==> config.mk <==
export PLATFORM = sky130hd
export DESIGN_NAME = mem_access_ctrl
export DESIGN_NICKNAME = d
export VERILOG_FILES = /design/src/rtl/mem_access_ctrl.sv
export SDC_FILE = /design/constraint.sdc
export NUM_CORES = 1
export LEC_CHECK = 0
export BUFFER_PORTS_ARGS = -buffer_cell sky130_fd_sc_hd__buf_2
export CAP_MARGIN = 10
export CORE_ASPECT_RATIO = 1.75
export CORE_MARGIN = 10
export CORE_UTILIZATION = 45
export DETAILED_ROUTE_END_ITERATION = 12
export PLACE_DENSITY = 0.71
export SETUP_SLACK_MARGIN = 0.05
export SYNTH_ARGS = -nofsm -noshare
export SYNTH_HDL_FRONTEND = slang
export SYNTH_SLANG_ARGS = --single-unit
==> constraint.sdc <==
create_clock -name clk -period 2.5 [get_ports clk]
set_clock_uncertainty 0.2 [all_clocks]
set_input_delay 0.25 -clock clk [delete_from_list [all_inputs] [get_ports clk]]
set_output_delay 0.25 -clock clk [all_outputs]
set_load 0.01 [all_outputs]
==> src/rtl/mem_access_ctrl.sv <==
// -----------------------------------------------------------------------------
// mem_access_ctrl
//
// Sequencing controller between the MEM pipeline stage and a handshaked,
// word-addressed data memory. One load or store is accepted per request; the
// access size comes from funct3. The controller drives byte enables and
// lane-replicated write data. It holds the request until the memory
// acknowledges or the timeout counter expires. It then returns extended load
// data with a one-cycle done pulse.
//
// Handshake: in IDLE a request is taken on any rising edge where start=1 and
// opcode is a load or store; start is ignored in REQ and DONE (busy=1 tells
// the pipeline to stall and re-present). Towards memory, mem_req stays high
// with constant mem_we/mem_addr/mem_be/mem_wdata until the first edge where
// mem_ack=1; mem_ack and mem_rdata are only looked at while mem_req=1.
//
// Ports:
//   clk        in   system clock, rising edge
//   reset      in   asynchronous, active-low reset
//   start      in   MEM stage presents an access this cycle
//   opcode     in   [6:0] 0000011 = load, 0100011 = store
//   funct3     in   [2:0] size/sign select
//   addr       in   [31:0] byte address
//   wdata      in   [31:0] store data, right-justified
//   busy       out  access in flight (REQ or DONE)
//   done       out  one-cycle completion pulse
//   rdata      out  [31:0] extended load data, valid while done=1, else 0
//   misalign   out  with done: misaligned address
//   illegal    out  with done: unsupported funct3
//   bus_err    out  with done: memory did not acknowledge in time
//   mem_req    out  memory request
//   mem_we     out  1 = write
//   mem_addr   out  [31:0] word address {addr[31:2], 2'b00}
//   mem_be     out  [3:0] byte enables
//   mem_wdata  out  [31:0] lane-aligned write data (0 for loads)
//   mem_ack    in   memory completion
//   mem_rdata  in   [31:0] read word, valid with mem_ack
//   dbg_state  out  [1:0] current FSM state (0 IDLE, 1 REQ, 2 DONE)
// -----------------------------------------------------------------------------
module mem_access_ctrl #(
    parameter int TIMEOUT_CYCLES = 15,  // >= 1
    parameter int CNT_W          = 4    // 2**CNT_W > TIMEOUT_CYCLES
) (
    input  logic        clk,
    input  logic        reset,
    input  logic        start,
    input  logic [6:0]  opcode,
    input  logic [2:0]  funct3,
    input  logic [31:0] addr,
    input  logic [31:0] wdata,
    output logic        busy,
    output logic        done,
    output logic [31:0] rdata,
    output logic        misalign,
    output logic        illegal,
    output logic        bus_err,
    output logic        mem_req,
    output logic        mem_we,
    output logic [31:0] mem_addr,
    output logic [3:0]  mem_be,
    output logic [31:0] mem_wdata,
    input  logic        mem_ack,
    input  logic [31:0] mem_rdata,
    output logic [1:0]  dbg_state
);

    localparam logic [6:0] OP_LOAD  = 7'b0000011;
    localparam logic [6:0] OP_STORE = 7'b0100011;

    typedef enum logic [1:0] {
        S_IDLE = 2'd0,
        S_REQ  = 2'd1,
        S_DONE = 2'd2
    } state_t;

    state_t state_q, state_d;

    // Latched request and result registers.
    logic             is_store_q;
    logic [2:0]       funct3_q;
    logic [31:0]      addr_q;
    logic [31:0]      wdata_q;
    logic [31:0]      rdata_q;
    logic             misalign_q;
    logic             illegal_q;
    logic             bus_err_q;
    logic [CNT_W-1:0] cnt_q;

    // -------------------------------------------------------------------------
    // Incoming request decode (only meaningful in IDLE)
    // -------------------------------------------------------------------------
    logic req_is_load;
    logic req_is_store;
    logic req_valid;
    logic req_illegal;
    logic req_misalign;

    always_comb begin
        req_is_load  = (opcode == OP_LOAD);
        req_is_store = (opcode == OP_STORE);
        req_valid    = start & (req_is_load | req_is_store);

        // Stores support SB/SH/SW only; loads add LBU/LHU.
        if (req_is_store) begin
            req_illegal = funct3[2] | (funct3[1:0] == 2'b11);
        end else begin
            req_illegal = (funct3 == 3'b011) | (funct3 == 3'b110) |
                          (funct3 == 3'b111);
        end

        // Size lives in funct3[1:0] for both signed and unsigned loads.
        req_misalign = ((funct3[1:0] == 2'b01) & addr[0]) |
                       ((funct3[1:0] == 2'b10) & (addr[1:0] != 2'b00));
    end

    // The last waiting cycle: without an ack on this edge the access aborts.
    logic timeout_hit;
    assign timeout_hit = (cnt_q == CNT_W'(TIMEOUT_CYCLES - 1));

    // -------------------------------------------------------------------------
    // Lane steering from the latched request
    // -------------------------------------------------------------------------
    logic [3:0]  be_lane;
    logic [31:0] wdata_lane;
    logic [31:0] rd_shifted;
    logic [31:0] load_ext;

    always_comb begin
        case (funct3_q[1:0])
            2'b00: begin
                be_lane    = 4'b0001 << addr_q[1:0];
                wdata_lane = {4{wdata_q[7:0]}};
            end
            2'b01: begin
                be_lane    = 4'b0011 << addr_q[1:0];
                wdata_lane = {2{wdata_q[15:0]}};
            end
            default: begin
                be_lane    = 4'b1111;
                wdata_lane = wdata_q;
            end
        endcase
    end

    // Move the addressed byte/half down to bit 0; word accesses are aligned,
    // so the shift is zero for them.
    always_comb begin
        rd_shifted = mem_rdata >> {addr_q[1:0], 3'b000};
        case (funct3_q)
            3'b000:  load_ext = {{24{rd_shifted[7]}},  rd_shifted[7:0]};
            3'b001:  load_ext = {{16{rd_shifted[15]}}, rd_shifted[15:0]};
            3'b010:  load_ext = rd_shifted;
            3'b100:  load_ext = {24'h000000, rd_shifted[7:0]};
            3'b101:  load_ext = {16'h0000,   rd_shifted[15:0]};
            default: load_ext = 32'h0;
        endcase
    end

    // -------------------------------------------------------------------------
    // FSM process 1: state register
    // -------------------------------------------------------------------------
    always_ff @(posedge clk or negedge reset) begin
        if (!reset) begin
            state_q <= S_IDLE;
        end else begin
            state_q <= state_d;
        end
    end

    // -------------------------------------------------------------------------
    // FSM process 2: next-state logic
    // -------------------------------------------------------------------------
    always_comb begin
        state_d = state_q;
        case (state_q)
            S_IDLE: begin
                if (req_valid) begin
                    state_d = (req_illegal | req_misalign) ? S_DONE : S_REQ;
                end
            end
            S_REQ: begin
                if (mem_ack | timeout_hit) begin
                    state_d = S_DONE;
                end
            end
            S_DONE:  state_d = S_IDLE;
            default: state_d = S_IDLE;
        endcase
    end

    // -------------------------------------------------------------------------
    // Request latch, timeout counter and result registers
    // -------------------------------------------------------------------------
    always_ff @(posedge clk or negedge reset) begin
        if (!reset) begin
            is_store_q <= 1'b0;
            funct3_q   <= 3'b000;
            addr_q     <= 32'h0;
            wdata_q    <= 32'h0;
            rdata_q    <= 32'h0;
            misalign_q <= 1'b0;
            illegal_q  <= 1'b0;
            bus_err_q  <= 1'b0;
            cnt_q      <= '0;
        end else begin
            case (state_q)
                S_IDLE: begin
                    cnt_q <= '0;
                    if (req_valid) begin
                        is_store_q <= req_is_store;
                        funct3_q   <= funct3;
                        addr_q     <= addr;
                        wdata_q    <= wdata;
                        rdata_q    <= 32'h0;
                        // Illegal takes precedence so only one flag is raised.
                        illegal_q  <= req_illegal;
                        misalign_q <= ~req_illegal & req_misalign;
                        bus_err_q  <= 1'b0;
                    end
                end
                S_REQ: begin
                    if (mem_ack) begin
                        // Ack wins over a simultaneous timeout.
                        rdata_q <= is_store_q ? 32'h0 : load_ext;
                    end else begin
                        cnt_q <= cnt_q + 1'b1;
                        if (timeout_hit) begin
                            bus_err_q <= 1'b1;
                            rdata_q   <= 32'h0;
                        end
                    end
                end
                S_DONE: begin
                    cnt_q      <= '0;
                    misalign_q <= 1'b0;
                    illegal_q  <= 1'b0;
                    bus_err_q  <= 1'b0;
                end
                default: begin
                    cnt_q <= '0;
                end
            endcase
        end
    end

    // -------------------------------------------------------------------------
    // FSM process 3: outputs, decoded from registers only (no mem_ack path)
    // -------------------------------------------------------------------------
    always_comb begin
        busy      = (state_q != S_IDLE);
        done      = (state_q == S_DONE);
        mem_req   = (state_q == S_REQ);
        rdata     = done ? rdata_q : 32'h0;
        misalign  = done & misalign_q;
        illegal   = done & illegal_q;
        bus_err   = done & bus_err_q;
        mem_we    = mem_req & is_store_q;
        mem_addr  = mem_req ? {addr_q[31:2], 2'b00} : 32'h0;
        mem_be    = mem_req ? be_lane : 4'b0000;
        mem_wdata = (mem_req & is_store_q) ? wdata_lane : 32'h0;
        dbg_state = state_q;
    end

endmodule

**After elaboration in Yosys (flattened, before gate mapping)**

Index checks and enable logic that the tools add are counted.

- Bits in registers: 109
- Bits in latches: 0
- Bits in writable memories: 0
- Memory bits (read-only): 0
- Bits of input ports: 110
- Output and inout bits: 109
- Logic and storage cells: 91
- Memories: 0

- Add/subtract/negate cells: 1
- Multipliers: 0
- Div/mod/pow operators: 0
- Order comparisons: 0
- Equality and inequality tests: 21
- Shift operators: 3
- Mux-type cells: 27
- Bitwise logic cells: 16
- Reduce and logical (&&, ||, !) cells: 13

Operator list:

| kind | number |
|---|---|
| $mux W32 | 7 |
| $pmux W32 S5 | 1 |
| $pmux W32 S2 | 2 |
| $shr A32 B5 Y32 | 1 |
| $eq A3 B3 Y1 const B | 4 |
| $mux W4 | 3 |
| $and A1 B1 Y1 | 8 |
| $pmux W4 S2 | 1 |
| $reduce_bool A2 Y1 | 4 |
| $eq A7 B2 Y1 const B | 1 |
| $eq A7 B6 Y1 const B | 1 |
| $or A1 B1 Y1 | 7 |
| $eq A2 B1 Y1 const B | 3 |
| $eq A2 B2 Y1 const B | 3 |
| $eq A3 B2 Y1 const B | 2 |
| $mux W1 | 6 |
| $mux W2 | 3 |
| $reduce_and A2 Y1 | 3 |
| $add A4 B1 Y4 const B | 1 |
| $eq A4 B4 Y1 const B | 1 |
| $logic_not A2 Y1 | 2 |
| $ne A2 B1 Y1 const B | 2 |
| $ne A2 B2 Y1 const B | 2 |
| $pmux W1 S2 | 2 |
| 11 further kinds | 11 |

**Longest topological paths before layout**

- Depth in word-level cells: 8
- Mapped depth: 7
- Mapped depth without buffers: 6

**Least setup slack after synthesis**

OpenSTA, ideal clock, no wires.

- Kind: register to output
- Start point: reg addr_q[0]
- End point: out mem_be[2]
- Data arrival time: 1.431 ns
- Required time: 2.050 ns
- Setup slack: 0.619 ns
- Cell stages (with the launch flop): 7
- Path buffers: 3
- Cells stage by stage: dfrtp_1 -> buf_2 -> buf_2 -> clkbuf_1 -> nor2b_1 -> a21oi_1 -> a21oi_1

- Longest elaborated chain between the ends: 3
- Elaborated cells on any way between the ends: 4
- Those cells by class: shift (2); mux (2)

RTL lines:

| what | line | text |
|---|---|---|
| start: declaration | 81 | `logic [31:0] addr_q;` |
| start signal: assignment | 212 | `addr_q <= addr;` |
| $shl A2 B2 Y4 or $shl A1 B2 Y4 (tied branches) | 135, 131 |  |
| $pmux W4 S2 * | 129 | `case (funct3_q[1:0])` |
| $mux W4 * | 259 | `mem_be = mem_req ? be_lane : 4'b0000;` |
| end: declaration | 60 | `output logic [3:0] mem_be,` |

Every way passes the cells marked *; elsewhere a longest branch is shown, timed or not.

**Final worst setup path**

- Start point: reg funct3_q[0]
- End point: out mem_wdata[24]

- Longest elaborated chain between the ends: 3
- Elaborated cells on any way between the ends: 4
- Those cells by class: eq/ne (1); mux (2); reduce/logical (1)

RTL lines:

| what | line | text |
|---|---|---|
| start: declaration | 80 | `logic [2:0] funct3_q;` |
| start signal: assignment | 211 | `funct3_q <= funct3;` |
| $eq A2 B1 Y1 or $logic_not A2 Y1 (tied branches) | 129 |  |
| $pmux W32 S2 * | 129 |  |
| $mux W32 * | 260 | `mem_wdata = (mem_req & is_store_q) ? wdata_lane : 32'h0;` |
| end: declaration | 61 | `output logic [31:0] mem_wdata,` |

Marks and branches as above.

==> impl_metrics.xml <==
<?xml version="1.0" encoding="UTF-8"?>
<metrics>
  <group name="clocking">
    <metric name="clkLatencyLatePin" unit="ns">0.34</metric>
    <metric name="cts_buffers" unit="">9</metric>
    <metric name="cts.clk_slew.worst_paths" unit="ns">0.07</metric>
    <metric name="clk_root_buffer_cell" unit="">clkbuf_16</metric>
    <metric name="post_cts_buffers" unit="">0</metric>
    <metric name="clockBufferDepth" unit="">2</metric>
    <metric name="cts_tree" unit="">yes</metric>
    <metric name="ctsHtreeMaxLevel" unit="">3</metric>
    <metric name="cts_sink_cnt" unit="">109</metric>
  </group>
  <group name="synth">
    <metric name="post_synth_inst_count" unit="">546</metric>
    <metric name="synth_top_area_share" unit="%">47.0</metric>
    <metric name="synth.largest_area_cell" unit="">dfrtp_1</metric>
    <metric name="ranking_of_synthesized_cells_by_area" unit="">dfrtp_1 (47%), mux2_2 (13%), and2_1 (7.0%)</metric>
    <metric name="postSynthAreaPerCell" unit="µm²">10.6</metric>
    <metric name="synth_edf_count" unit="">0</metric>
    <metric name="library_cell_with_the_highest_instance_count_after_synthesis" unit="">dfrtp_1</metric>
    <metric name="seq_area_frac_synth" unit="%">47.0</metric>
    <metric name="asyncSetResetFlopFracSynth" unit="%">100</metric>
    <metric name="post_synth_most_frequent_cells" unit="">dfrtp_1 (109), mux2_2 (67), and2_1 (65), nor2_1 (47), mux2i_1 (35)</metric>
    <metric name="number_of_storage_elements_in_the_synthesis_netlist" unit="">109</metric>
    <metric name="synthFlopType" unit="">dfrtp_1</metric>
    <metric name="synth_cell_types" unit="">49</metric>
    <metric name="ys_warnings" unit="">0</metric>
    <metric name="synth.cell_area" unit="mm²">0.00581</metric>
  </group>
  <group name="detailed_routing">
    <metric name="drt_pre_antenna_iters" unit="">4</metric>
    <metric name="routed_via_density" unit="">5.39</metric>
    <metric name="drt.antenna.violating_nets" unit="">0</metric>
    <metric name="vias" unit="">5322</metric>
    <metric name="avgRoutedWirePerCell" unit="µm">19.5</metric>
    <metric name="drtIter0Drc" unit="">241</metric>
    <metric name="wl" unit="mm">19.2</metric>
    <metric name="drc" unit="">0</metric>
  </group>
  <group name="hold_path">
    <metric name="worst_hold_path.num_cells" unit="">2</metric>
    <metric name="hold_path.startpoint" unit="">mem_rdata[30]</metric>
    <metric name="hold_class" unit="">in2reg</metric>
    <metric name="hold-path-endpoint" unit="">rdata_q[30]$_DFFE_PN0P_</metric>
  </group>
  <group name="worst_setup_path">
    <metric name="worst-r2r-cell-count" unit="">4</metric>
    <metric name="r2r_end" unit="">rdata_q[16]$_DFFE_PN0P_</metric>
    <metric name="critPathArrivalTime" unit="ns">1.89</metric>
    <metric name="rr_startpoint" unit="">addr_q[0]$_DFFE_PN0P_</metric>
    <metric name="endpoint_kind" unit="">output pin</metric>
    <metric name="path_max_fanout" unit="">17</metric>
    <metric name="startpoint_type" unit="">flip-flop</metric>
    <metric name="worst_ep_required_time" unit="ns">2.05</metric>
    <metric name="worst-setup-path-type" unit="">reg2out</metric>
    <metric name="reg2reg_slack" unit="ns">0.43</metric>
  </group>
  <group name="timing">
    <metric name="timing_worst_slew_pin_value" unit="ns">0.635</metric>
    <metric name="setup_viol" unit="">0</metric>
    <metric name="timing.final.crit_period" unit="ns">2.34</metric>
    <metric name="grt_setup_unrepaired" unit="">no</metric>
    <metric name="achievable-frequency" unit="GHz">0.427</metric>
    <metric name="hold_slack" unit="ns">0.0214</metric>
    <metric name="setup_tns" unit="ns">0</metric>
    <metric name="hold_viol" unit="">0</metric>
    <metric name="timing.final.max_slew_violations" unit="">0</metric>
    <metric name="timing.max_slew.rel_slack" unit="%">57.7</metric>
    <metric name="finalCritPeriodShare" unit="%">93.7</metric>
  </group>
  <group name="pwr">
    <metric name="irDropWorstVdd" unit="mV">0.385</metric>
    <metric name="power.leakage" unit="nW">4.30</metric>
    <metric name="power.density_cell_area" unit="mW/mm²">562</metric>
  </group>
  <group name="die">
    <metric name="die-area" unit="mm²">0.0180</metric>
    <metric name="horizontal_extent_of_the_die" unit="µm">106</metric>
    <metric name="design.core.area" unit="mm²">0.0126</metric>
    <metric name="placement_rows" unit="">54</metric>
    <metric name="die_height" unit="µm">170</metric>
    <metric name="top_level_ports" unit="">219</metric>
    <metric name="initial_utilization" unit="%">46.2</metric>
  </group>
  <group name="layout">
    <metric name="final_nets" unit="">926</metric>
    <metric name="stdcell_area" unit="mm²">0.00809</metric>
    <metric name="synthToLayoutAreaGrowth" unit="%">39.2</metric>
    <metric name="stdcell_count" unit="">988</metric>
    <metric name="layout-drive-gt1-share" unit="%">40.0</metric>
    <metric name="fin_util" unit="%">64.3</metric>
  </group>
  <group name="global_route">
    <metric name="global_route_wire_length_before_repair" unit="mm">30.6</metric>
    <metric name="initial_antenna_violation_count" unit="">1</metric>
    <metric name="grt_use_total" unit="%">20.9</metric>
    <metric name="vias_in_the_first_global_route" unit="">5897</metric>
    <metric name="largest_net_degree_at_the_start_of_global_routing" unit="">49</metric>
    <metric name="grt_remaining_overflow" unit="">0</metric>
  </group>
  <group name="placed_design">
    <metric name="place_congestion" unit="">0.915</metric>
    <metric name="dpl_cell_area" unit="mm²">0.00704</metric>
    <metric name="dpl.cell_count" unit="">904</metric>
    <metric name="port-buffer-count" unit="">216</metric>
    <metric name="dpl.hpwl" unit="mm">14.1</metric>
  </group>
  <group name="flow_run">
    <metric name="maxCapViolCount" unit="">0</metric>
  </group>
  <group name="run_status">
    <metric name="status" unit="">completed</metric>
  </group>
</metrics>
==> sequential cells by signal, summed over array words and instances (netlist names) <==
signal and count:
cnt_q 4, dbg_state 2, wdata_q 32, funct3_q 3, addr_q 32, misalign_q 1, is_store_q 1, bus_err_q 1
illegal_q 1, rdata_q 32
==> cells in the final DEF, fill, tap and decap left out, types with 10 or more instances in the layout <==
cell             n
o21ai_0         20
dfrtp_1        107
mux2i_1         35
nand2_1         28
nor2b_1         10
nor2_1          47
mux2_2          67
a221o_1         15
buf_4           14
a211o_1         16
and2_1          65
a21oi_1         25
buf_2          215
dlygate4sd3_1   67
==> cell families after synthesis <==
group	count (synthesis)	synth area share (%)
flip-flops	109	47.0
AO/OA/AOI/OAI	98	12.0
XOR/XNOR	3	0.452
buffers and inverters	51	4.20
AND/OR/NAND/NOR	180	16.8
other	1	0.0646
multiplexers	102	19.0
adder cells (fa/ha/maj)	2	0.431
==> critical path, cell delays in order, from the launching register on <==
cell and delay [ns]:
dfrtp_2 0.52, buf_4 0.30, mux2i_1 0.24, nor2_1 0.07, a21oi_1 0.20, nor2_1 0.07, buf_2 0.15
==> per-stage QoR <==
stage	worst slack, ns	power (mW)
final	0.159	4.54
after global routing	0.0589	4.74
after CTS	0.0946	4.57
after detailed placement	0.388	2.81
after global placement	0.417	2.77
after floorplan	0.619	2.54
==> worst max-delay path by stage <==
stage | start | to | cells past startpoint
final | funct3_q[0]$_DFFE_PN0P_ | mem_wdata[24] | 6
after global routing | funct3_q[0]$_DFFE_PN0P_ | mem_wdata[24] | 6
after CTS | addr_q[0]$_DFFE_PN0P_ | mem_be[2] | 5
after detailed placement | funct3_q[0]$_DFFE_PN0P_ | rdata_q[17]$_DFFE_PN0P_ | 4
after global placement | funct3_q[0]$_DFFE_PN0P_ | mem_wdata[24] | 6
after floorplan | addr_q[0]$_DFFE_PN0P_ | mem_be[2] | 6
==> what timing repair did <==
item / CTS / global route
pin swaps: 0 / 0
hold buffers: 65 / 2
setup endpoints to repair: 4 / 3
endpoints found under the hold margin: 96 / 2
gates resized for setup: 3 / 4
==> routing by layer <==
metal	wire length, µm	part of all wire, %	track usage (%)
met1	6740	35	21.4
met2	10100	52	36.7
met3	1620	8.4	7.38
met4	763	4.0	10.9
met5	13	0.068	0
==> power by group <==
group | internal [mW] | switching [mW] | total (mW)
Sequential | 1.96 | 0.145 | 2.10
Combinational | 0.419 | 0.346 | 0.765
Clock | 1.02 | 0.659 | 1.68
==> cell type report <==
type | instances | area (µm²)
fill | 1022 | 4480
multi-input combinational | 387 | 2850
sequential | 109 | 2730
timing repair buffer | 299 | 1900
clock buffer | 10 | 239
tap | 168 | 210
clock inverter | 6 | 116
inverter | 8 | 30.0
antenna | 1 | 2.50
Power figures use the tool's default switching activity.
